$ cat src/rtl/rx_buffer_ctrl.sv
// Receive-buffer sequencer: pointers, occupancy and status for a single-port RX buffer.
// Optional threshold interrupt enabled by defining RXC_THRESH_EN (adds the thresh port).
module rx_buffer_ctrl #(
  parameter int DEPTH    = 4,
  parameter int AW       = 2,
  parameter int BITWIDTH = 8
) (
  input  logic                Clk,
  input  logic                Rst,
  input  logic                rx_valid,
  input  logic                rd_req,
  input  logic                ovr_clr,
  input  logic [BITWIDTH-1:0] buf_dout,
`ifdef RXC_THRESH_EN
  input  logic [AW:0]         thresh,
`endif
  output logic                buf_WR,
  output logic                buf_RD,
  output logic [AW-1:0]       buf_addr,
  output logic                rd_valid,
  output logic [BITWIDTH-1:0] rd_data,
  output logic [AW:0]         count,
  output logic                empty,
  output logic                full,
  output logic                overrun,
  output logic                irq
);

  typedef enum logic {IDLE, RD_DATA} state_e;

  localparam logic [AW:0] FULL_CNT = (AW+1)'(DEPTH);

  state_e        state_q, state_d;
  logic [AW-1:0] wr_ptr_q, wr_ptr_d;
  logic [AW-1:0] rd_ptr_q, rd_ptr_d;
  logic [AW:0]   count_q, count_d;
  logic          full_q, empty_q;
  logic          overrun_q, overrun_d;
  logic          do_wr, do_rd, drop;

  // Writes win over reads; the read is retried because rd_req is a level.
  // NOTE: every signal assigned here gets a default first, so no latches are inferred.
  always_comb begin
    do_wr     = 1'b0;
    do_rd     = 1'b0;
    drop      = 1'b0;
    state_d   = IDLE;
    wr_ptr_d  = wr_ptr_q;
    rd_ptr_d  = rd_ptr_q;
    count_d   = count_q;
    overrun_d = overrun_q;

    if (!Rst) begin
      do_wr = rx_valid && !full_q;
      drop  = rx_valid && full_q;
      do_rd = (state_q == IDLE) && !do_wr && rd_req && !empty_q;
    end

    if (do_wr) begin
      wr_ptr_d = wr_ptr_q + AW'(1);
      count_d  = count_q + (AW+1)'(1);
    end
    if (do_rd) begin
      rd_ptr_d = rd_ptr_q + AW'(1);
      count_d  = count_q - (AW+1)'(1);
      state_d  = RD_DATA;
    end

    if (drop)         overrun_d = 1'b1;
    else if (ovr_clr) overrun_d = 1'b0;
  end

  // NOTE: sequential state uses non-blocking assignments so every flop samples pre-edge values.
  always_ff @(posedge Clk) begin
    if (Rst) begin
      state_q   <= IDLE;
      wr_ptr_q  <= '0;
      rd_ptr_q  <= '0;
      count_q   <= '0;
      full_q    <= 1'b0;
      empty_q   <= 1'b1;
      overrun_q <= 1'b0;
    end else begin
      state_q   <= state_d;
      wr_ptr_q  <= wr_ptr_d;
      rd_ptr_q  <= rd_ptr_d;
      count_q   <= count_d;
      full_q    <= (count_d == FULL_CNT);
      empty_q   <= (count_d == '0);
      overrun_q <= overrun_d;
    end
  end

`ifdef RXC_THRESH_EN
  logic irq_q;

  always_ff @(posedge Clk) begin
    if (Rst) irq_q <= 1'b0;
    else     irq_q <= (thresh != '0) && (count_d >= thresh);
  end

  assign irq = irq_q;
`else
  assign irq = 1'b0;
`endif

  assign buf_WR   = do_wr;
  assign buf_RD   = do_rd;
  assign buf_addr = do_wr ? wr_ptr_q : rd_ptr_q;
  assign rd_valid = (state_q == RD_DATA);
  assign rd_data  = rd_valid ? buf_dout : '0;
  assign count    = count_q;
  assign empty    = empty_q;
  assign full     = full_q;
  assign overrun  = overrun_q;

endmodule

$ cat config.mk
export PLATFORM = sky130hd
export DESIGN_NAME = rx_buffer_ctrl
export DESIGN_NICKNAME = d
export VERILOG_FILES = /design/src/rtl/rx_buffer_ctrl.sv
export SDC_FILE = /design/constraint.sdc
export NUM_CORES = 1
export LEC_CHECK = 0
export ABC_AREA = 1
export CORE_MARGIN = 2
export CORE_UTILIZATION = 42
export CTS_CLUSTER_SIZE = 16
export DETAILED_ROUTE_END_ITERATION = 8
export PLACE_DENSITY_LB_ADDON = 0.12
export SLEW_MARGIN = 30
export SYNTH_ARGS = -nofsm -noshare
export SYNTH_HDL_FRONTEND = slang
export SYNTH_SLANG_ARGS = --single-unit
export TNS_END_PERCENT = 1
$ cat constraint.sdc
create_clock -name Clk -period 3.5 [get_ports Clk]
set_input_delay 1.05 -clock Clk [delete_from_list [all_inputs] [get_ports Clk]]
set_output_delay 1.05 -clock Clk [all_outputs]
set_load 0.1 [all_outputs]
# After elaboration in Yosys (flattened, before gate mapping)
# Cells that the tools add are included.
# totals
ff_bits	11
elab_cells	33
inputBits	13
out_inout_bits	20
# classes
muxes	10
n_addsub	4
eq_ne	1
n_bitwise	1
reduce_logical	10
# ops
op	n
$mux 8	1
$mux 1	6
$mux 3	2
$logic_and 1x1->1	5
$add 2x1->2 const B	2
$add 3x1->3 const B	1
$eq 3x3->1 const B	1
$logic_not 1->1	3
$logic_not 3->1	1
$sub 3x1->3 const B	1
$mux 2	1
$reduce_bool 2->1	1
$not 1->1	1

# Depth between registers and ports, before layout
# logic_depth
word_depth	9
ltp_mapped	9
ltp_nobuf	9

# Least setup slack after synthesis
# OpenSTA, ideal clock, no wires.
# synth_path
kind	register to output
from	register full_q (netlist: full)
to	output buf_addr[0]
path_stages_with_launch	5
setup_slack_ps	-1061
arrival_ps	3511
t_required_ps	2450
path_cell_list	dfxtp_1 -> inv_2 -> nand2_2 -> nor2_4 -> o21ai_0
# synth_via
elab_chain_cells	4
# synth_rtl
item	line_no	text
start, declared	37	logic full_q, empty_q;
start signal, assigned	88	full_q <= (count_d == FULL_CNT);
$logic_not 1->1	54	do_wr = rx_valid && !full_q;
$logic_and 1x1->1	54	
$mux 1	53	if (!Rst) begin
via buf_WR	17	output logic buf_WR,
$mux 2	109	assign buf_addr = do_wr ? wr_ptr_q : rd_ptr_q;
end, declared	19	output logic [AW-1:0] buf_addr,
# The timed path passes the listed nets, and every way through them passes these cells.

# Worst setup path after layout
# layout_path
from	input Rst
to	output buf_addr[0]
# layout_via
elab_chain_cells	2
# layout_rtl
item	line_no	text
start, declared	9	input logic Rst,
$mux 1	53	
$mux 2	109	
# Every way passes these cells.

==> summary.md <==
| Metric | Value |
|---|---|
| Most frequent cells in the layout | `nand2_1 (29), inv_1 (21), clkdlybuf4s50_1 (12), buf_12 (12), dfxtp_1 (11)` |
| Leakage power | `0.0005984 µW` |
| Critical Path AT | `2380 ps` |
| Cts bufs inserted | `3` |
| Syn Inst Count | `102` |
| Vias in the first global route | `659` |
| Cts hold-fix bufs | `0` |
| Final hold vios | `0` |
| Setup repair bufs after CTS | `0` |
| Final setup fails | `0` |
| Pwr Density | `324.2 nW/µm²` |
| M1 wire length | `651 µm` |
| Clk slew on worst S/H paths | `60 ps` |
| # fillers | `111` |
| DPL Wire Length | `1483 µm` |
| Rows | `14` |
| CTS sink count | `11` |
| CORE AREA | `1506 µm²` |
| First-pass GRT wire length | `2891 µm` |
| Number of H-tree levels | `1` |
| CTS tree | `done` |
| Post-Syn Area | `673.1 µm²` |
| Detailed Route WL | `1709 µm` |
| Number of synthesized flops with an enable pin | `0` |
| Hold Worst Slack | `447.6 ps` |
| Drt first pass iters | `4` |
| Distinct cells, synth | `20` |
| Warnings from Yosys | `0` |
| Clock skew | `1.442 ps` |
| Setup CP Type | `in -> out` |
| Outcome | `complete, no violations` |
| Worst skew pair latency | `260 ps` |
| Routability Congestion | `0.8285` |
| Sequential share of the synthesized area | `32.71%` |
| Largest net degree at the start of global routing | `11` |
| Hold crit path type | `reg -> reg` |
| Post-DR wirelength/cell | `11.17 µm` |
| Die Ht | `44.04 µm` |
| RSZ-0062 raised after global routing | `no` |
| GRT Total Usage | `20.75%` |
| Final Cycle Share | `97.94%` |
| DR iter-0 viols | `19` |
| Mapped Nets | `117` |
| CP endpoint kind | `output pin` |
| Root Buffer | `clkbuf_4` |
| # DRC | `0` |
| Seq cells post-synth | `11` |
| Pwr Total | `365.9 µW` |
| Max-slew violations | `0` |
| Vias | `715` |
| Syn avg cell area | `6.599 µm²` |
| Chip width | `44.04 µm` |
| Share of layout cells above drive strength 1 | `27.74%` |
| Startpoint Class | `input pin` |
| Post_cts resized | `0` |
| Peak supply drop | `254.5 µV` |
| Antenna Nets Post-Route | `0` |
| Die area | `1939 µm²` |
| Ys async rst share | `0%` |
| Clk buf depth | `2` |
| Via density | `4.673` |
| Fmax achieved | `0.2917 GHz` |
| Max Cap Viol | `0` |
| Antenna diodes | `0` |
| Crit path time final | `3428 ps` |
| Initial Utilization | `44.68%` |
| CP required | `2450 ps` |
| Gr ovfl total | `0` |
| Ys flop type | `dfxtp_1` |
| Ports | `33` |
| Input/output buffers | `31` |
| Area grow syn2layout | `67.66%` |
| Crit-path max FO | `5` |
| DR top layer | `met4` |
| Nets | `153` |
| Met3 wire len | `127 µm` |
| WL met2 | `922 µm` |
| Commonest non-fill, non-tap cell in the layout | `nand2_1` |
| Initial antenna violation count | `0` |
-- registers in the layout, summed over array words and instances (netlist names) --
register	flops
wr_ptr_q	2
rd_valid	1
count	3
overrun	1
full	1
empty	1
rd_ptr_q	2
-- logic make-up (layout without fill, tap and decap cells) --
logic type | count (synthesis) | after routing | share of synthesized area [%]
DFF | 11 | 11 | 32.71
other | 1 | 1 | 0.5571
AOI/OAI and AO/OA | 13 | 13 | 10.41
and+or+nand+nor | 46 | 46 | 33.27
adders and majority gates | 2 | 2 | 3.717
buffers and inverters | 29 | 64 | 19.33
-- power breakdown --
group	switching, µW	leakage, µW	internal, µW
clock network	40.3	0.0000150	44.1
logic	98.0	0.000494	45.9
registers	6.10	0.0000897	132
-- cells in the mapped netlist, types with 2 or more instances --
library cell | count | area [µm²]
buf_6 | 2 | 22.52
inv_2 | 4 | 15.01
nand3_1 | 3 | 15.01
nor2_4 | 3 | 33.78
a21oi_1 | 7 | 35.03
inv_1 | 21 | 78.83
ha_1 | 2 | 25.02
nor2_1 | 7 | 26.28
nand2_1 | 29 | 108.9
dfxtp_1 | 11 | 220.2
o21ai_0 | 4 | 20.02
-- final timing paths --
| check | endpoint | slack [ps] | from | cells past startpoint |
|---|---|---|---|---|
| setup / recovery | buf_addr[0] | 70 | Rst | 5 |
| hold / removal | wr_ptr_q[0]$_SDFFE_PP0P_ | 450 | wr_ptr_q[0]$_SDFFE_PP0P_ | 2 |
| setup reg to reg | full$_SDFF_PP0_ | 2060 | count[0]$_SDFF_PP0_ | 6 |
| hold reg to reg | wr_ptr_q[0]$_SDFFE_PP0P_ | 450 | wr_ptr_q[0]$_SDFFE_PP0P_ | 2 |
-- through the flow --
stage          instance area (µm²)  TNS [ps]  setup WS, ps  std cells  util [%]
2_1_floorplan                676.9    -285.2        -285.2        102         -
3_3_place_gp                  1102         0         138.4        149     73.17
6_report                      1129         0         72.26        153     74.92
4_1_cts                       1129         0         94.27        153     74.92
5_1_grt                       1129         0         28.18        153     74.92
3_5_place_dp                  1102         0         95.16        149     73.17
-- final cells by class --
| cell class | count | area (µm²) | area share (%) |
|---|---|---|---|
| sequential | 11 | 220.2 | 19.51 |
| clock buffer | 4 | 26.28 | 2.328 |
| multi-input combinational | 62 | 326.6 | 28.94 |
| timing repair buffer | 34 | 435.4 | 38.58 |
| inverter | 26 | 100.1 | 8.869 |
| tap | 16 | 20.02 | 1.774 |
-- metal layers --
metal,GRT usage (%),vias up
met1,23.27,318
met2,37.35,28
met4,5.455,0
met3,6.939,2
li1,-,367
met5,0,-
-- worst max-delay path, stage by stage --
cell	delay [ps]
clkdlybuf4s50_1	600
nor2_4	260
nand2_1	160
o21ai_2	120
buf_12	190
(Power assumes the default switching activity.)
